$ cat config.mk
export PLATFORM = sky130hd
export DESIGN_NAME = regfile_wb_arbiter
export DESIGN_NICKNAME = d
export VERILOG_FILES = /design/src/rtl/regfile_wb_arbiter.sv
export SDC_FILE = /design/constraint.sdc
export NUM_CORES = 1
export LEC_CHECK = 0
export ABC_AREA = 1
export CORE_UTILIZATION = 38
export CTS_CLUSTER_DIAMETER = 150
export CTS_CLUSTER_SIZE = 28
export DETAILED_ROUTE_END_ITERATION = 10
export PLACE_DENSITY_LB_ADDON = 0.2
export SKIP_LAST_GASP = 1
export SLEW_MARGIN = 20
export SYNTH_ARGS = -nofsm -noshare
export SYNTH_HDL_FRONTEND = slang
export SYNTH_SLANG_ARGS = --single-unit
$ cat constraint.sdc
create_clock -name clk -period 4 [get_ports clk]
set_clock_uncertainty 0.15 [all_clocks]
set_input_delay 0.4 -clock clk [delete_from_list [all_inputs] [get_ports clk]]
set_output_delay 0.4 -clock clk [all_outputs]
set_load 0.02 [all_outputs]
$ cat src/rtl/regfile_wb_arbiter.sv
// Round-robin write-back arbiter for the integer register file, plus a busy scoreboard.
// Latency: a grant at edge N drives rf_we/rf_rd/rf_data during N..N+1; busy clears at N+1.
// Backpressure: req_ready is one-hot grant, zero during flush or reset; losers hold their requests.
module regfile_wb_arbiter #(
  parameter int NREQ = 4,
  parameter int XLEN = 32
) (
  input  logic                 clk,
  input  logic                 rst,
  input  logic [NREQ-1:0]      req_valid,
  input  logic [NREQ*5-1:0]    req_rd,
  input  logic [NREQ*XLEN-1:0] req_data,
  output logic [NREQ-1:0]      req_ready,
  output logic                 rf_we,
  output logic [4:0]           rf_rd,
  output logic [XLEN-1:0]      rf_data,
  input  logic                 sb_set_valid,
  input  logic [4:0]           sb_set_rd,
  input  logic                 flush,
  output logic [31:0]          sb_busy
);

  localparam int PW = (NREQ > 1) ? $clog2(NREQ) : 1;

  logic [PW-1:0]   ptr_q, ptr_d;
  logic            rf_we_q, rf_we_d;
  logic [4:0]      rf_rd_q, rf_rd_d;
  logic [XLEN-1:0] rf_data_q, rf_data_d;
  logic [31:0]     busy_q, busy_d;

  logic [PW:0]     cand;
  logic [PW:0]     ptr_nxt;
  logic [PW-1:0]   gnt_idx;
  logic            gnt_found;
  logic            xfer;
  logic [4:0]      gnt_rd;
  logic [XLEN-1:0] gnt_data;

  // Round-robin scan starting at ptr; first valid requester wins.
  always_comb begin
    gnt_found = 1'b0;
    gnt_idx   = '0;
    cand      = '0;
    for (int k = 0; k < NREQ; k++) begin
      cand = {1'b0, ptr_q} + (PW+1)'(k);
      if (cand >= (PW+1)'(NREQ)) begin
        cand = cand - (PW+1)'(NREQ);
      end
      if (!gnt_found && req_valid[cand[PW-1:0]]) begin
        gnt_found = 1'b1;
        gnt_idx   = cand[PW-1:0];
      end
    end
  end

  // Grant is suppressed during flush and while reset is held, so nothing is
  // handed a slot that the output stage cannot capture.
  always_comb begin
    xfer      = gnt_found & ~flush & rst;
    req_ready = xfer ? (NREQ'(1) << gnt_idx) : '0;
  end

  // Select the granted requester's destination and data.
  always_comb begin
    gnt_rd   = '0;
    gnt_data = '0;
    for (int i = 0; i < NREQ; i++) begin
      if (gnt_idx == PW'(i)) begin
        gnt_rd   = req_rd[i*5 +: 5];
        gnt_data = req_data[i*XLEN +: XLEN];
      end
    end
  end

  // Pointer moves past the winner; idle or flushed cycles leave it alone.
  always_comb begin
    ptr_d   = ptr_q;
    ptr_nxt = {1'b0, gnt_idx} + (PW+1)'(1);
    if (ptr_nxt >= (PW+1)'(NREQ)) begin
      ptr_nxt = '0;
    end
    if (xfer) begin
      ptr_d = ptr_nxt[PW-1:0];
    end
  end

  // Output stage: x0 transfers take a slot but never raise the write enable.
  always_comb begin
    rf_we_d   = 1'b0;
    rf_rd_d   = rf_rd_q;
    rf_data_d = rf_data_q;
    if (xfer) begin
      rf_we_d   = (gnt_rd != 5'd0);
      rf_rd_d   = gnt_rd;
      rf_data_d = gnt_data;
    end
  end

  // Scoreboard: registered write clears, a new issue sets (set wins), flush wipes all.
  always_comb begin
    busy_d = busy_q;
    if (rf_we_q) begin
      busy_d[rf_rd_q] = 1'b0;
    end
    if (sb_set_valid && (sb_set_rd != 5'd0)) begin
      busy_d[sb_set_rd] = 1'b1;
    end
    if (flush) begin
      busy_d = '0;
    end
    busy_d[0] = 1'b0;
  end

  // State registers; reset drops any pending write.
  always_ff @(posedge clk or negedge rst) begin
    if (!rst) begin
      ptr_q     <= '0;
      rf_we_q   <= 1'b0;
      rf_rd_q   <= '0;
      rf_data_q <= '0;
      busy_q    <= '0;
    end else begin
      ptr_q     <= ptr_d;
      rf_we_q   <= rf_we_d;
      rf_rd_q   <= rf_rd_d;
      rf_data_q <= rf_data_d;
      busy_q    <= busy_d;
    end
  end

  assign rf_we   = rf_we_q;
  assign rf_rd   = rf_rd_q;
  assign rf_data = rf_data_q;
  assign sb_busy = busy_q;

endmodule
==> results.json, run 1 <==
{
  "syn_to_final_growth_pct": 60.6,
  "syn_area_um2": 4480,
  "synthesis.nets": 836,
  "cp-start-kind": "flop",
  "slew_headroom_pct": 37.0,
  "grt_usage_pct": 26.7,
  "drtPass1Iterations": 5,
  "core_um2": 11500,
  "ant_nets": 0,
  "htreeDepth": 3,
  "dp_cells": 1018,
  "cp_top_family": "buffers and inverters",
  "min_path_type": "in -> async",
  "slowest_stage": "clkdlybuf4s50_1",
  "total_leakage_power_uw": 0.00320,
  "grt_max_degree": 72,
  "fin_area_um2": 7190,
  "endpoint_kind": "primary output",
  "synth_edf_count": 0,
  "synth_top_area_share_pct": 39.7,
  "hold_viol": 0,
  "maxSlewViolCount": 0,
  "syn_avg_cell_area_um2": 6.68,
  "hpwl_um": 12200,
  "cpMostUsedCell": "nand2_1",
  "synth_most_common_cell": "nand2_1",
  "synthFlopType": "dfrtp_1",
  "status": "finished clean",
  "holdBufCountCts": 0,
  "die_w_um": 111,
  "vias": 5380,
  "hold_ws_ns": 0.146,
  "wl_per_cell_um": 15.7,
  "tns_ns": 0,
  "crit_cells": 10,
  "grt-ovfl-total": 0,
  "place_congestion": 0.972,
  "max_freq_mhz": 276,
  "start_util_pct": 39.1,
  "clock_latency_ns": 0.33,
  "clk_path_buf_depth": 2,
  "grt_pass1_vias": 5302,
  "cts.sinks": 71,
  "rsz0062_at_grt": "false",
  "row_count": 39,
  "grt_pass1_wl_um": 26400,
  "cts_setup_buffers": 0,
  "finalCritPeriodShare_pct": 90.7,
  "crit_required_ns": 3.45,
  "p_per_area_nw_per_um2": 818,
  "r2r_slack_ns": 0.73,
  "ys_seq_elements": 71,
  "critPathLaunch": "ptr_q[0]",
  "cts_resized": 0,
  "critPathBufInv": 3,
  "synth_top_area_cell": "dfrtp_1",
  "path_cells": "inv_2, nand2_1, nand2_2, nand2_1, o21ai_1, nand3b_4, buf_4, nand2_8, nor2_1, clkdlybuf4s50_1",
  "synth_common_cells": "nand2_1 (270), o21ai_0 (100), dfrtp_1 (71), a21oi_1 (67), nand3_1 (53)",
  "reg2reg_depth": 19,
  "drc": 0,
  "r2r-start": "ptr_q[0]",
  "fin_nets": 1051,
  "synth.distinct_cells": 26,
  "viasPerCell": 5.20,
  "async_reset_ff_share_pct": 100,
  "clkSlewWorstSetupHoldPaths_ns": 0.06,
  "min_period_ns": 3.63,
  "n_antenna_cell": 0,
  "crit_end": "req_ready[0]",
  "tightest_slew_ns": 0.937,
  "place_area_um2": 6880,
  "cpPeakStageDelay_ns": 0.63,
  "path_class": "reg -> out",
  "drive_gt1_share_pct": 4.83,
  "cts_tree": "built",
  "antenna_found_initial": 0,
  "cp_max_fo": 44,
  "vdd_ir_drop_max_uv": 511,
  "yosysWarnings": 0,
  "port-buffer-count": 233,
  "io_pins": 235,
  "drt_iter0_drc": 374,
  "max_cap_violations": 0,
  "finalNonFillerCells": 1034,
  "syn_inst": 671,
  "cts_buffers": 9,
  "postLayoutCoreUtil_pct": 62.7,
  "yosysSeqAreaShare_pct": 39.7,
  "drt_wl_total_um": 16200,
  "die_y_um": 111,
  "fill_cells": 1036,
  "synth_area_leaders": "dfrtp_1 (40%), nand2_1 (23%), o21ai_0 (11%)",
  "root_buffer": "clkbuf_16",
  "finalSetupViolations": 0,
  "die-area_um2": 12200,
  "crit_arrival_ns": 3.08,
  "rr_endpoint": "rf_data[15]"
}
## state kept, by name, summed over array words and instances (netlist names)
signal and count:
rf_rd 5, rf_we 1, sb_busy 31, ptr_q 2
rf_data 32
## worst min path at each step
stage	slack (ns)	depth (start not counted)	to
after global routing	0.23	2	sb_busy[1]
after CTS	0.19	2	rf_data[30]
after floorplan	-0.05	0	ptr_q[0]
final	0.15	2	sb_busy[1]
after global placement	0.30	2	rf_data[2]
after detailed placement	0.31	2	rf_data[19]
## layer usage
metal	track usage [%]	wire, µm
met3	5.71	1050
met4	8.89	399
met1	31.5	6430
met5	0	0
met2	47.7	8310
## stage by stage
| step | power, µW | worst slack (ns) |
|---|---|---|
| 2_1_floorplan | 3790 | 1.09 |
| 3_3_place_gp | 5010 | 0.286 |
| 3_5_place_dp | 5090 | 0.178 |
| 4_1_cts | 5900 | 0.147 |
| 5_1_grt | 6460 | 0.0791 |
| 6_report | 5880 | 0.374 |
## placed cells by master, fill, tap and decap left out, types with 3 or more instances in the layout
cell type	instances
a21oi_1	67
buf_4	12
clkbuf_16	9
clkdlybuf4s50_1	232
dfrtp_1	70
ha_1	3
inv_1	25
nand2_1	270
nand3_1	53
nand3b_1	5
nor2_1	8
nor3_1	9
o21ai_0	99
o21ai_1	5
## logic make-up after synthesis
logic type               share of synthesized area (%)
other                                           0.0837
AO/OA/AOI/OAI                                     19.1
buffers and inverters                             6.76
adder cells (fa/ha/maj)                           1.12
flip-flops                                        39.7
AND/OR/NAND/NOR                                   33.3
## final cells by class
type                       instances  area [µm²]  area share [%]
multi-input combinational        533        2420            33.7
timing repair buffer             244        2410            33.5
sequential                        71        1780            24.7
clock buffer                       9         225            3.13
tap                              143         179            2.49
inverter                          27         101            1.41
clock inverter                     7        72.6            1.01
## report_power, final
part	switching (µW)	total [µW]	internal, µW
logic	2520	4030	1510
clock network	311	794	483
registers	154	1060	905
## worst reg2reg max path, stage by stage, from the launching register on
cell,delay [ns]
dfrtp_2,0.52
inv_2,0.13
nand2_1,0.09
nand2_2,0.09
nand2_1,0.10
nand2_1,0.09
nor2_4,0.15
nand3b_4,0.09
nand3_1,0.12
inv_1,0.08
ha_1,0.23
buf_4,0.25
nor2_2,0.16
buf_4,0.30
nand2_1,0.11
nand2_1,0.07
o21ai_0,0.08
o21ai_0,0.20
nand3_1,0.11
nand2_1,0.09
No activity file was read; power rests on OpenSTA's default activity.
==> run 2: changes to the inputs <==
--- a/config.mk
+++ b/config.mk
@@ -6,11 +6,14 @@
 export NUM_CORES = 1
 export LEC_CHECK = 0
 export ABC_AREA = 1
-export CORE_UTILIZATION = 38
+export CELL_PAD_IN_SITES_DETAIL_PLACEMENT = 1
+export CELL_PAD_IN_SITES_GLOBAL_PLACEMENT = 1
+export CORE_UTILIZATION = 27
 export CTS_CLUSTER_DIAMETER = 150
 export CTS_CLUSTER_SIZE = 28
 export DETAILED_ROUTE_END_ITERATION = 10
 export PLACE_DENSITY_LB_ADDON = 0.2
+export SETUP_SLACK_MARGIN = 0.5
 export SKIP_LAST_GASP = 1
 export SLEW_MARGIN = 20
 export SYNTH_ARGS = -nofsm -noshare
==> run 2 against run 1 <==
Net effect: register-to-register slack about the same; die area up 40%; cell count increased by 7.4%; worst setup slack gained 0.31 ns; critical path depth is 3 higher; routed wire length grew 17%; clock power up 2%; highest routed layer unchanged.
==> results.json, run 2 (synthesis results as in run 1) <==
{
  "fin_area_um2": 7350,
  "tns_ns": 0,
  "holdBufCountCts": 0,
  "max_freq_mhz": 301,
  "viasPerCell": 4.91,
  "start_util_pct": 27.9,
  "finalCritPeriodShare_pct": 83.0,
  "largest_reg_flops": 32,
  "clk_path_buf_depth": 2,
  "fin_nets": 1055,
  "die_w_um": 131,
  "tightest_slew_ns": 1.12,
  "cts_buffers": 9,
  "final_common_cell": "nand2_1",
  "maxSlewViolCount": 0,
  "min_period_ns": 3.32,
  "ant_nets": 0,
  "grt_max_degree": 72,
  "place_congestion": 0.811,
  "total_leakage_power_uw": 0.00328,
  "place_area_um2": 6980,
  "max_cap_violations": 0,
  "drt_iter0_drc": 158,
  "n_antenna_cell": 0,
  "drive_gt1_share_pct": 5.25,
  "p_sw_share_pct": 50.9,
  "p_clk_share_pct": 13.4,
  "switching_power_uw": 3090,
  "pwr-share-comb_pct": 69.3,
  "clock_latency_ns": 0.33,
  "path_class": "in -> out",
  "port-buffer-count": 233,
  "drtPass1Iterations": 6,
  "grt_pass1_wl_um": 28200,
  "drt_wl_total_um": 18900,
  "core_um2": 16100,
  "rr_endpoint": "rf_data[11]",
  "grt-ovfl-total": 0,
  "syn_to_final_growth_pct": 64.0,
  "r2r_slack_ns": 0.74,
  "grt_usage_pct": 21.7,
  "r2r-start": "ptr_q[0]",
  "io_pins": 235,
  "internal-power_uw": 2970,
  "seq_power_share_pct": 17.3,
  "slew_headroom_pct": 24.6,
  "die_y_um": 131,
  "min_path_type": "in -> async",
  "die-area_um2": 17100,
  "antenna_found_initial": 0,
  "cts_tree": "built",
  "vdd_ir_drop_max_uv": 501,
  "clkSlewWorstSetupHoldPaths_ns": 0.06,
  "finalSetupViolations": 0,
  "final_cell_mix": "nand2_1 (270), clkdlybuf4s50_1 (228), o21ai_0 (99), dfrtp_1 (69), a21oi_1 (67)",
  "htreeDepth": 3,
  "rsz0062_at_grt": "false",
  "wl_per_cell_um": 17.0,
  "row_count": 46,
  "endpoint_kind": "primary output",
  "cp-start-kind": "primary input",
  "crit_arrival_ns": 2.77,
  "reg2reg_depth": 19,
  "vias": 5452,
  "p_per_area_nw_per_um2": 825,
  "root_buffer": "clkbuf_16",
  "drc": 0,
  "crit_required_ns": 3.45,
  "cts.sinks": 71,
  "grt_pass1_vias": 5557,
  "power_uw": 6060,
  "cp_max_fo": 22,
  "hold_viol": 0,
  "status": "finished clean",
  "hpwl_um": 14200
}
-- run 2: repair_timing --
item	CTS	global route
setup buffers	0	4
resized for setup	4	5
setup endpoints to repair	4	12
-- run 2: worst max-delay path by stage --
stage                 start            to  slack (ns)  cells past startpoint
2_1_floorplan      ptr_q[0]  req_ready[1]        1.09                     12
3_3_place_gp   req_valid[1]  req_ready[1]        0.41                     10
3_5_place_dp   req_valid[1]  req_ready[2]        0.27                     10
4_1_cts            ptr_q[0]  req_ready[2]        0.46                     14
5_1_grt            ptr_q[0]   rf_data[11]        0.50                     19
6_report       req_valid[1]  req_ready[1]        0.68                     13
-- run 2: through the flow --
| stage | utilization (%) | setup slack (ns) | hold slack, ns | instances |
|---|---|---|---|---|
| detailed placement | 43.5 | 0.266 | 0.312 | 1091 |
| floorplan | - | 1.09 | -0.0456 | 671 |
| finish | 45.8 | 0.680 | 0.137 | 1111 |
| global placement | 43.5 | 0.410 | 0.304 | 1091 |
| CTS | 45.4 | 0.458 | 0.181 | 1107 |
| global route | 45.8 | 0.498 | 0.216 | 1111 |
-- run 2: worst max-delay path, cell delays in order --
cell and delay (ns):
clkdlybuf4s50_1 0.47, inv_1 0.07, o21ai_1 0.24, nand2_1 0.09, o21ai_1 0.12, nand3b_4 0.18, nand3_1 0.13, inv_1 0.11
ha_1 0.20, buf_12 0.17, inv_1 0.07, nor2_1 0.15, dlygate4sd2_1 0.36
-- run 2: area by class of cell --
cell class              count  area [µm²]
fillers                  1996        8710
repair buffers            248        2480
multi-input cells         533        2410
flip-flops and latches     71        1780
well taps                 216         270
clock buffers              11         243
inverters                  27         101
clock inverters             5        57.6
-- run 2: routing by layer --
metal / share of wire [%] / vias to the layer above / routed length [µm] / global-route usage [%]
li1: - / 2648 / - / -
met3: 6.8 / 18 / 1290 / 5.42
met5: 0 / - / 0 / 0
met2: 50 / 173 / 9500 / 39.5
met4: 0.92 / 0 / 174 / 4.94
met1: 42 / 2613 / 7910 / 25.5
-- run 2: power groups by stage --
| stage | Sequential [µW] | Combinational (µW) | Clock (µW) |
|---|---|---|---|
| detailed placement | 1070 | 4210 | 0 |
| global route | 1080 | 4750 | 856 |
| floorplan | 1230 | 2560 | 0 |
| global placement | 1060 | 4070 | 0 |
| finish | 1050 | 4200 | 809 |
| CTS | 1060 | 4220 | 825 |
==> run 3: changes to the inputs <==
==> constraint.sdc (replaced) <==
create_clock -name clk -period 3.31 [get_ports clk]
set_clock_uncertainty 0.15 [all_clocks]
set_input_delay 0.331 -clock clk [delete_from_list [all_inputs] [get_ports clk]]
set_output_delay 0.331 -clock clk [all_outputs]
set_load 0.02 [all_outputs]
==> run 3 against run 2 <==
Net effect: clock power rose by 23%; critical path type is now reg -> out; utilization grew 4.8 points; sequential share of layout area fell by 2.3 points; register-to-register slack worse by 0.24 ns; highest routed layer unchanged; worst setup slack lost 0.19 ns; sequential power rose by 22%; largest power group unchanged; critical endpoint is now req_ready[2]; flip-flop and latch count unchanged; clock-buffer cell count down 2.
==> results.json, run 3 (synthesis results as in run 1) <==
{
  "status": "finished clean",
  "die-area_um2": 17100,
  "cts_buffers": 9,
  "port-buffer-count": 233,
  "path_class": "reg -> out",
  "htreeDepth": 3,
  "grt_pass1_wl_um": 29900,
  "fin_nets": 1086,
  "clkSlewWorstSetupHoldPaths_ns": 0.07,
  "die_w_um": 131,
  "drtPass1Iterations": 4,
  "largest_reg_flops": 32,
  "cp_max_fo": 6,
  "cp-start-kind": "flop",
  "power_uw": 9890,
  "vdd_ir_drop_max_uv": 732,
  "drive_gt1_share_pct": 17.0,
  "grt_usage_pct": 22.7,
  "vias": 5653,
  "dp_cells": 1105,
  "p_per_area_nw_per_um2": 1220,
  "max_cap_violations": 0,
  "n_antenna_cell": 0,
  "max_freq_mhz": 355,
  "io_pins": 235,
  "start_util_pct": 27.9,
  "final_common_cell": "nand2_1",
  "drc": 0,
  "endpoint_kind": "primary output",
  "fin_ws_ns": 0.492,
  "clk_path_buf_depth": 2,
  "rsz0062_at_grt": "true",
  "antenna_found_initial": 0,
  "hpwl_um": 14600,
  "min_period_ns": 2.82,
  "cts_tree": "built",
  "ant_nets": 0,
  "tightest_slew_ns": 0.972,
  "root_buffer": "clkbuf_16",
  "total_leakage_power_uw": 0.00355,
  "finalSetupViolations": 0,
  "slew_headroom_pct": 35.2,
  "wl_per_cell_um": 18.4,
  "finalCritPeriodShare_pct": 85.1,
  "crit_required_ns": 2.83,
  "place_congestion": 0.871,
  "row_count": 46,
  "cts.sinks": 71,
  "grt_max_degree": 72,
  "hold_viol": 0,
  "maxSlewViolCount": 0,
  "core_um2": 16100,
  "drt_wl_total_um": 21100,
  "syn_to_final_growth_pct": 81.3,
  "tns_ns": 0,
  "drt_iter0_drc": 167,
  "grt_pass1_vias": 5828,
  "pre_cts_slack_ns": -0.0590,
  "finalNonFillerCells": 1142,
  "min_path_type": "in -> async",
  "crit_arrival_ns": 2.34,
  "final_cell_mix": "nand2_1 (241), clkdlybuf4s50_1 (228), dfrtp_1 (69), o21ai_1 (54), nand3_1 (50)",
  "viasPerCell": 4.95,
  "grt-ovfl-total": 0,
  "clock_latency_ns": 0.33,
  "die_y_um": 131
}
==> run 3: layer usage <==
layer | global-route usage (%) | vias up | part of all wire (%)
met3 | 4.44 | 31 | 5.4
met1 | 26.4 | 2734 | 41
met5 | 0 | - | 0
met4 | 8.05 | 0 | 2.4
met2 | 41.3 | 181 | 51
li1 | - | 2707 | -
==> run 3: critical path, cell delays in order (launching register included) <==
cell and delay (ns):
dfrtp_2 0.47, buf_6 0.16, nand2_2 0.05, o21ai_2 0.06, nand2_2 0.08, nand2_2 0.08, nor2_4 0.17, nand4_1 0.13
nand2_2 0.13, inv_2 0.04, buf_4 0.13, ha_4 0.16, inv_4 0.06, buf_12 0.10, nor2_4 0.03, buf_6 0.13
==> run 3: final timing paths <==
check                            from            to  slack [ns]  cells after the start
min                               rst    sb_busy[7]        0.10                      2
min in group clk           rf_data[4]    rf_data[4]        0.32                      2
max                          ptr_q[0]  req_ready[2]        0.49                     15
max reg2reg                  ptr_q[0]   rf_data[12]        0.50                     20
min reg2reg                rf_data[4]    rf_data[4]        0.32                      2
max in group asynchronous         rst      ptr_q[1]        2.20                      2
==> run 3: what timing repair did <==
item,CTS,global route
cloned,0,7
buffers inserted,7,7
gates resized for setup,36,155
setup endpoints to repair,42,42
pin swaps,5,63
hold buffers,0,0
==> run 3: power by group <==
group          internal, µW  switching [µW]
logic                  3380            4240
clock network           592             406
registers              1090             183
total                  5060            4830
==> run 3: final cells by class <==
| class | count | area [µm²] |
|---|---|---|
| clock buffer | 9 | 225 |
| clock inverter | 7 | 80.1 |
| fill | 1939 | 7940 |
| inverter | 27 | 109 |
| multi-input combinational | 533 | 2750 |
| sequential | 71 | 1780 |
| tap | 216 | 270 |
| timing repair buffer | 279 | 2910 |
==> run 3: stage by stage <==
step	utilization (%)	hold WS (ns)	area [µm²]
4_1_cts	46.9	0.147	7530
6_report	50.6	0.101	8120
3_5_place_dp	44.4	0.310	7130
3_3_place_gp	44.4	0.304	7130
2_1_floorplan	-	-0.115	4480
5_1_grt	50.6	0.198	8120
